`src/rtl/bcd_countdown_timer.sv`:
```
// Four-digit BCD MM:SS countdown timer with load/start/pause/expiry control.
// Digits decrement once per 1 Hz tick while running, borrowing down the chain
// so -> st -> mo -> mt. Reaching 00:00 and taking one more tick moves to DONE.
//
// Ports:
//   clk, rst_n                   clock, asynchronous active-low reset
//   tick                         one-cycle count enable
//   start_pause                  one-pulse run/pause toggle
//   load                         one-pulse load of load_* digits (clamped)
//   load_mt/mo/st/so [3:0]       values to load
//   mt/mo/st/so [3:0]            current digits (registered)
//   running                      high while in RUN
//   expired                      high while in DONE
//   done_pulse                   one-cycle pulse on RUN->DONE
module bcd_countdown_timer #(
  parameter logic [3:0] INIT_MT = 4'd0,
  parameter logic [3:0] INIT_MO = 4'd1,
  parameter logic [3:0] INIT_ST = 4'd0,
  parameter logic [3:0] INIT_SO = 4'd0,
  parameter logic [3:0] MAX_MT  = 4'd9,
  parameter logic [3:0] MAX_ST  = 4'd5
) (
  input  logic       clk,
  input  logic       rst_n,
  input  logic       tick,
  input  logic       start_pause,
  input  logic       load,
  input  logic [3:0] load_mt,
  input  logic [3:0] load_mo,
  input  logic [3:0] load_st,
  input  logic [3:0] load_so,
  output logic [3:0] mt,
  output logic [3:0] mo,
  output logic [3:0] st,
  output logic [3:0] so,
  output logic       running,
  output logic       expired,
  output logic       done_pulse
);

  localparam logic [3:0] MAX_ONES = 4'd9;

  typedef enum logic [1:0] {
    IDLE  = 2'd0,
    RUN   = 2'd1,
    PAUSE = 2'd2,
    DONE  = 2'd3
  } state_t;

  state_t     state, state_next;
  logic [3:0] mt_next, mo_next, st_next, so_next;
  logic       done_pulse_next;

  function automatic logic [3:0] clamp(input logic [3:0] v, input logic [3:0] max);
    return (v > max) ? max : v;
  endfunction

  // One BCD digit step: wrap 0 -> max with borrow, otherwise decrement.
  function automatic logic [4:0] dec_digit(input logic [3:0] v, input logic [3:0] max,
                                           input logic en);
    logic [4:0] r;
    r = {1'b0, v};
    if (en) begin
      if (v == 4'd0) r = {1'b1, max};
      else           r = {1'b0, 4'(v - 4'd1)};
    end
    return r;
  endfunction

  // State and registered outputs
  always_ff @(posedge clk or negedge rst_n) begin
    if (!rst_n) begin
      state      <= IDLE;
      mt         <= INIT_MT;
      mo         <= INIT_MO;
      st         <= INIT_ST;
      so         <= INIT_SO;
      running    <= 1'b0;
      expired    <= 1'b0;
      done_pulse <= 1'b0;
    end else begin
      state      <= state_next;
      mt         <= mt_next;
      mo         <= mo_next;
      st         <= st_next;
      so         <= so_next;
      running    <= (state_next == RUN);
      expired    <= (state_next == DONE);
      done_pulse <= done_pulse_next;
    end
  end

  // Next-state, digit borrow chain and pulse generation
  always_comb begin
    logic       all_zero;
    logic       run_tick;
    logic [4:0] so_r, st_r, mo_r, mt_r;

    state_next      = state;
    mt_next         = mt;
    mo_next         = mo;
    st_next         = st;
    so_next         = so;
    done_pulse_next = 1'b0;

    all_zero = (mt == 4'd0) && (mo == 4'd0) && (st == 4'd0) && (so == 4'd0);
    run_tick = (state == RUN) && tick;

    // Chain is gated off at 00:00 so the terminal tick holds instead of wrapping.
    so_r = dec_digit(so, MAX_ONES, run_tick && !all_zero);
    st_r = dec_digit(st, MAX_ST,   so_r[4]);
    mo_r = dec_digit(mo, MAX_ONES, st_r[4]);
    mt_r = dec_digit(mt, MAX_MT,   mo_r[4]);

    if (load) begin
      mt_next    = clamp(load_mt, MAX_MT);
      mo_next    = clamp(load_mo, MAX_ONES);
      st_next    = clamp(load_st, MAX_ST);
      so_next    = clamp(load_so, MAX_ONES);
      state_next = IDLE;
    end else begin
      mt_next = mt_r[3:0];
      mo_next = mo_r[3:0];
      st_next = st_r[3:0];
      so_next = so_r[3:0];

      // Expiry wins over a coincident pause request.
      if (run_tick && all_zero) begin
        state_next      = DONE;
        done_pulse_next = 1'b1;
      end else if (start_pause) begin
        case (state)
          IDLE:    state_next = all_zero ? IDLE : RUN;
          RUN:     state_next = PAUSE;
          PAUSE:   state_next = RUN;
          default: state_next = state;
        endcase
      end
    end
  end

endmodule

```
`config.mk`:
```
export PLATFORM = sky130hd
export DESIGN_NAME = bcd_countdown_timer
export DESIGN_NICKNAME = d
export VERILOG_FILES = /design/src/rtl/bcd_countdown_timer.sv
export SDC_FILE = /design/constraint.sdc
export NUM_CORES = 1
export LEC_CHECK = 0
export CAP_MARGIN = 20
export CORE_MARGIN = 2
export CORE_UTILIZATION = 30
export DETAILED_ROUTE_END_ITERATION = 16
export GPL_TIMING_DRIVEN = 0
export HOLD_SLACK_MARGIN = 0.06
export SLEW_MARGIN = 15
export SYNTH_ARGS = -nofsm -noshare
export SYNTH_HDL_FRONTEND = slang
export SYNTH_SLANG_ARGS = --single-unit
```
`constraint.sdc`:
```
create_clock -name clk -period 2.2 [get_ports clk]
set_clock_uncertainty 0.2 [all_clocks]
set_input_delay 0.33 -clock clk [delete_from_list [all_inputs] [get_ports clk]]
set_output_delay 0.33 -clock clk [all_outputs]
set_load 0.01 [all_outputs]
```
==> results of run 1 <==
-- state kept, by name, indices dropped and copies added, names as in the netlist --
register,cells
mt,4
st,4
expired,1
done_pulse,1
mo,4
running,1
so,4
state,2
-- worst max path at each step --
stage           from       end  slack [ns]  cells past startpoint
3_3_place_gp    tick     mt[0]       -0.17                      6
6_report       so[1]  state[0]        0.03                      6
5_1_grt        st[0]     mt[0]       -0.04                      7
4_1_cts        st[0]     mt[0]      -0.004                      6
3_5_place_dp    tick     mt[0]       -0.16                      6
2_1_floorplan  st[0]  state[0]        0.13                      6
-- area by class of cell --
type | count | area (um^2)
Inverter | 16 | 60.1
Multi-Input combinational cell | 107 | 863
Buffer | 7 | 56.3
Clock buffer | 4 | 45.0
Timing Repair Buffer | 48 | 465
Tap cell | 54 | 67.6
Fill cell | 456 | 2580
Sequential cell | 21 | 527
-- routing by layer --
| layer | vias up | GRT usage (%) | part of all wire, % |
|---|---|---|---|
| met1 | 699 | 20.8 | 45 |
| li1 | 695 | - | - |
| met2 | 38 | 24.7 | 49 |
| met5 | - | 0 | 0 |
| met4 | 0 | 5.35 | 1.8 |
| met3 | 7 | 2.90 | 3.9 |
-- logic make-up (layout without fill, tap and decap cells) --
group,count (synthesis),in the layout,share of synthesized area (%)
buf+inv,23,75,8.16
flops,21,21,36.9
simple gates,50,50,24.1
compound gates,52,52,26.6
mux,1,1,0.702
fa+ha+maj,4,4,3.51
-- where the power goes --
| part | switching (mW) | internal [mW] |
|---|---|---|
| combinational | 0.148 | 0.180 |
| sequential | 0.0460 | 0.417 |
| clock | 0.129 | 0.129 |
| total | 0.323 | 0.726 |
-- cells in the mapped netlist, types with 2 or more instances --
cell	instances	area share [%]
nand2_1	7	1.8
o22ai_1	2	0.88
dfrtp_1	20	35
inv_1	16	4.2
nand3_1	3	1.1
a21o_1	2	1.1
nor4_1	3	1.3
a211oi_1	2	1.1
o41ai_1	7	4.3
o21ai_0	10	3.5
nand3b_1	3	1.6
a31oi_1	6	2.6
clkbuf_1	2	0.53
or3b_2	3	1.8
a21oi_1	6	2.1
nor3_1	5	1.8
clkbuf_8	2	1.9
or3_1	2	0.88
nand2b_1	4	1.8
nand4_1	5	2.2
nor3b_2	2	1.8
nor2_1	5	1.3
a311oi_1	3	1.8
ha_1	4	3.5
-- worst reg2reg max path: stages, from the launching register on --
cell	delay, ns
dfrtp_1	0.43
inv_1	0.12
ha_4	0.16
or3b_4	0.43
nor4_4	0.34
a211oi_2	0.12
a221oi_2	0.27
-- timing repair --
item | in CTS | in global routing
resized for setup | 6 | 11
endpoints found under the setup margin | 12 | 14
pin swaps | 1 | 6
setup buffers | 3 | 5
==> impl_metrics.csv, run 1 <==
group,metric,value,unit
routing,drt-total-wl,3930,um
clocking,worstSkewPairLatency,0.26,ns
routing,num_vias,1439,
finish,final_util,44.7,%
finish,area_delta_synth_final,46.1,%
finish,nets,229,
die,row_count,25,
clocking,ctsHoldBuffers,0,
routing,first_iter_violations,67,
pwr,leakage,0.823,nW
sta,slew_violations,0,
clocking,cts_buffer_depth,2,
critical_path,cp_slowest_cell,"dfrtp_1",
place,gp_congestion,0.768,
critical_path,arrival,2.14,ns
sta,rsz0062_at_grt,"yes",
synthesis,ys_types,51,
clocking,tritoncts,"built",
routing,drc,0,
finish,final_common_cell,"clkdlybuf4s50_1",
pwr,total_power,1.05,mW
sta,hold-worst-slack,0.207,ns
synthesis,seq_area_frac_synth,36.9,%
global_routing,track_usage,15.4,%
critical_path,start_kind,"register",
synthesis,synth_flop_cell,"dfrtp_1",
sta,max_freq,460,MHz
finish,postLayoutCellArea,2080,um^2
critical_path,required,2.17,ns
critical_path,path_buf_inv,1,
critical_path,critical_path.top_delay_family,"simple AND/OR/NAND/NOR gates",
die,initial_core_util,30.6,%
clocking,cts_buffers,3,
routing,antenna_left,0,
finish,antenna_cells,0,
synthesis,syn_nets,176,
finish,fin_cells,257,
clocking,root_buffer,"clkbuf_8",
critical_path,reg2reg_slack,0.03,ns
routing,drt-pass1-iter-count,4,
critical_path,max_stage_delay,0.43,ns
pwr,p_per_area,503,nW/um^2
die,io_pins,40,
synthesis,yosys_warnings,0,
clocking,clkTransAtPathRegs,0.08,ns
sta,fin_setup_tns,0,ns
global_routing,antenna_found_initial,0,
place,place_hpwl,2720,um
synthesis,ys_async_sr_fraction,100,%
sta,final-setup-viol-count,0,
finish,final_cell_mix,"clkdlybuf4s50_1, dfrtp_1, inv_1, o21ai_0, buf_4",
min_path,hold_class,"primary input to asynchronous set/reset pin",
synthesis,synth_seq_cells,21,
global_routing,grt_max_degree,22,
routing,viasPerCell,5.60,
critical_path,reg2reg_from,"so[1]",
critical_path,path_cells,"inv_1, ha_4, or3b_4, nor4_4, a211oi_2, a221oi_2",
clocking,h-tree-depth,1,
critical_path,worstPathMaxFanout,5,
synthesis,postSynthCellCount,151,
global_routing,grt_pass1_vias,1361,
place,portBuffers,39,
sta,finalCriticalPeriod,2.17,ns
finish,drive_gt1_share,19.7,%
synthesis,synth-edff-count,0,
sta,layout_worst_path_cycle_share,98.7,%
sta,max-slew-margin-rel,62.3,%
global_routing,grt_pass1_wl,6360,um
die,fp.dieArea,5320,um^2
run_status,outcome,"completed",
die,die_width,73.0,um
flow_run,maxCapViolations,0,
die,core_area,4660,um^2
synthesis,syn_area,1430,um^2
critical_path,r2r-end,"state[0]",
place,dp.cells,244,
die,die_h,73.0,um
global_routing,grt_overflow,0,
critical_path,end_kind,"register",
critical_path,critPathKind,"register to register",
place,place_ws,-0.159,ns
sta,finalHoldViolations,0,
sta,finalWorstSetupSlack,0.0284,ns
clocking,clkSinkCount,21,
critical_path,r2r_cells,6,
sta,worst_pin_slew,0.566,ns
synthesis,syn-mean-instance-area,9.45,um^2
routing,post_drt_wl_per_cell,15.3,um
pwr,vdd_drop_max,0.000172,V
place,dpl_cell_area,1880,um^2
No activity file was read; power rests on OpenSTA's default activity.
==> run 2, diff against run 1 <==
- ABC_CLOCK_PERIOD_IN_PS: unset -> 2200
==> results of run 2 <==
Same layout as run 1: the final DEF is identical, and so are final timing and power.
==> run 3, diff against run 2 <==
- DONT_BUFFER_PORTS: unset -> 1
==> run 3 against run 2 <==
Compared with the run above: clock-buffer cell count shrank 1; global-route usage increased by 0.29 points; sequential share of layout area rose by 2.4 points; combinational power shrank 25%; via count down 3.5%; utilization decreased by 3.5 points; power shrank 3.6%; worst setup slack better by 0.058 ns; register-to-register slack gained 0.06 ns; first-iteration DRC count shrank 24%; sequential cell count is the same.
==> impl_metrics.csv, run 3 (synthesis gave the netlist of run 1 again) <==
group,metric,value,unit
finish,final_common_cell,"dfrtp_1",
die,initial_core_util,30.6,%
clocking,tritoncts,"built",
clocking,h-tree-depth,1,
sta,max-slew-margin-rel,59.2,%
flow_run,maxCapViolations,0,
global_routing,grt_use_met2,26.8,%
sta,finalCriticalPeriod,2.11,ns
sta,max_freq,473,MHz
global_routing,antenna_found_initial,0,
global_routing,grt_max_degree,22,
critical_path,start_kind,"register",
die,fp.dieArea,5320,um^2
sta,slew_violations,0,
routing,post_drt_wl_per_cell,18.0,um
critical_path,path_buf_inv,2,
routing,antenna_left,0,
die,core_area,4660,um^2
critical_path,worstPathMaxFanout,7,
place,dp.cells,205,
place,dpl_cell_area,1490,um^2
critical_path,critPathKind,"register to register",
die,row_count,25,
critical_path,cp_slowest_cell,"dfrtp_2",
global_routing,track_usage,15.7,%
sta,rsz0062_at_grt,"yes",
finish,nets,207,
finish,final_util,41.3,%
critical_path,path_cells,"inv_2, ha_4, nor3b_4, nand4_1, buf_4, o31a_1, a2bb2oi_1",
clocking,clkSinkCount,21,
clocking,worstSkewPairLatency,0.27,ns
global_routing,use_met1,20.8,%
place,gp_congestion,0.771,
critical_path,arrival,2.08,ns
clocking,clkTransAtPathRegs,0.09,ns
global_routing,grt_util_met3,2.76,%
finish,drive_gt1_share,33.1,%
die,die_width,73.0,um
routing,num_vias,1388,
pwr,vdd_drop_max,0.000207,V
finish,fin_cells,235,
clocking,root_buffer,"clkbuf_8",
global_routing,grt_pass1_vias,1312,
min_path,hold_class,"primary input to register",
pwr,p_per_area,525,nW/um^2
finish,postLayoutCellArea,1920,um^2
run_status,outcome,"completed",
routing,drt-pass1-iter-count,4,
sta,final-setup-viol-count,0,
routing,first_iter_violations,51,
place,place_hpwl,2720,um
sta,finalHoldViolations,0,
critical_path,end_kind,"register",
global_routing,grt_pass1_wl,6510,um
pwr,leakage,0.760,nW
critical_path,max_stage_delay,0.47,ns
sta,worst_pin_slew,0.612,ns
global_routing,grt_overflow,0,
finish,area_delta_synth_final,34.8,%
finish,final_cell_mix,"dfrtp_1, dlygate4sd3_1, buf_4, inv_1, o21ai_0",
pwr,total_power,1.01,mW
routing,drc,0,
routing,drt-total-wl,4230,um
place,portBuffers,0,
critical_path,required,2.17,ns
clocking,cts_buffer_depth,2,
routing,viasPerCell,5.91,
clocking,cts_buffers,3,
critical_path,critical_path.top_delay_family,"simple AND/OR/NAND/NOR gates",
global_routing,busiest_layer,"met2",
finish,antenna_cells,0,
die,io_pins,40,
die,die_h,73.0,um
sta,layout_worst_path_cycle_share,96.1,%
==> run 3: cell count changes in the layout (fill, tap and decap cells not counted), sizes merged <==
cell	previous run	this run
dlygate4sd3	0	12
buf	11	16
clkdlybuf4s50	39	0
clkbuf	9	8
clkinvlp	0	1
==> run 3: repair_timing <==
action                                 in CTS  in global routing
buffers inserted                            9                  4
endpoints found under the hold margin      34                  0
setup endpoints to repair                  15                 17
pin swaps                                   2                  6
resized for setup                          13                 22
hold buffers                               12                  0
==> run 3: worst paths after layout <==
kind	from	to	slack [ns]	cells past startpoint
worst max-delay path	st[0]	mt[2]	0.09	7
worst min register to register	state[1]	running	0.38	2
min in group asynchronous	rst_n	done_pulse	0.18	1
worst max register to register	st[0]	mt[2]	0.09	7
max in group asynchronous	rst_n	mo[0]	1.10	2
worst min-delay path	load_st[3]	st[0]	0.08	2
==> run 3: cell type report <==
type	count	area, um^2
clock buffer	3	41.3
buffer	7	56.3
fill	456	2740
timing repair buffer	26	236
inverter	16	60.1
multi-input combinational	107	921
clock inverter	1	7.51
tap	54	67.6
sequential	21	533
==> run 3: report_power, final <==
part / internal, mW / leakage, nW / switching (mW) / total [mW]
clock network: 0.128 / 0.0217 / 0.147 / 0.276
logic: 0.120 / 0.486 / 0.125 / 0.245
registers: 0.418 / 0.252 / 0.0714 / 0.490
total: 0.667 / 0.760 / 0.343 / 1.01
==> run 3: per-stage QoR <==
step	TNS, ns	hold slack [ns]	worst slack [ns]
detailed placement	-1.24	-0.165	-0.247
finish	0	0.0759	0.0864
global placement	-1.20	-0.165	-0.209
global route	-0.0793	0.107	-0.0478
floorplan	0	-0.166	0.135
CTS	0	0.0711	0.00599
==> run 3: per-layer routing <==
layer / wire length, um / up-vias
met3: 223 / 6
met1: 1860 / 682
met5: 0 / -
li1: - / 653
met4: 40 / 0
met2: 2100 / 47
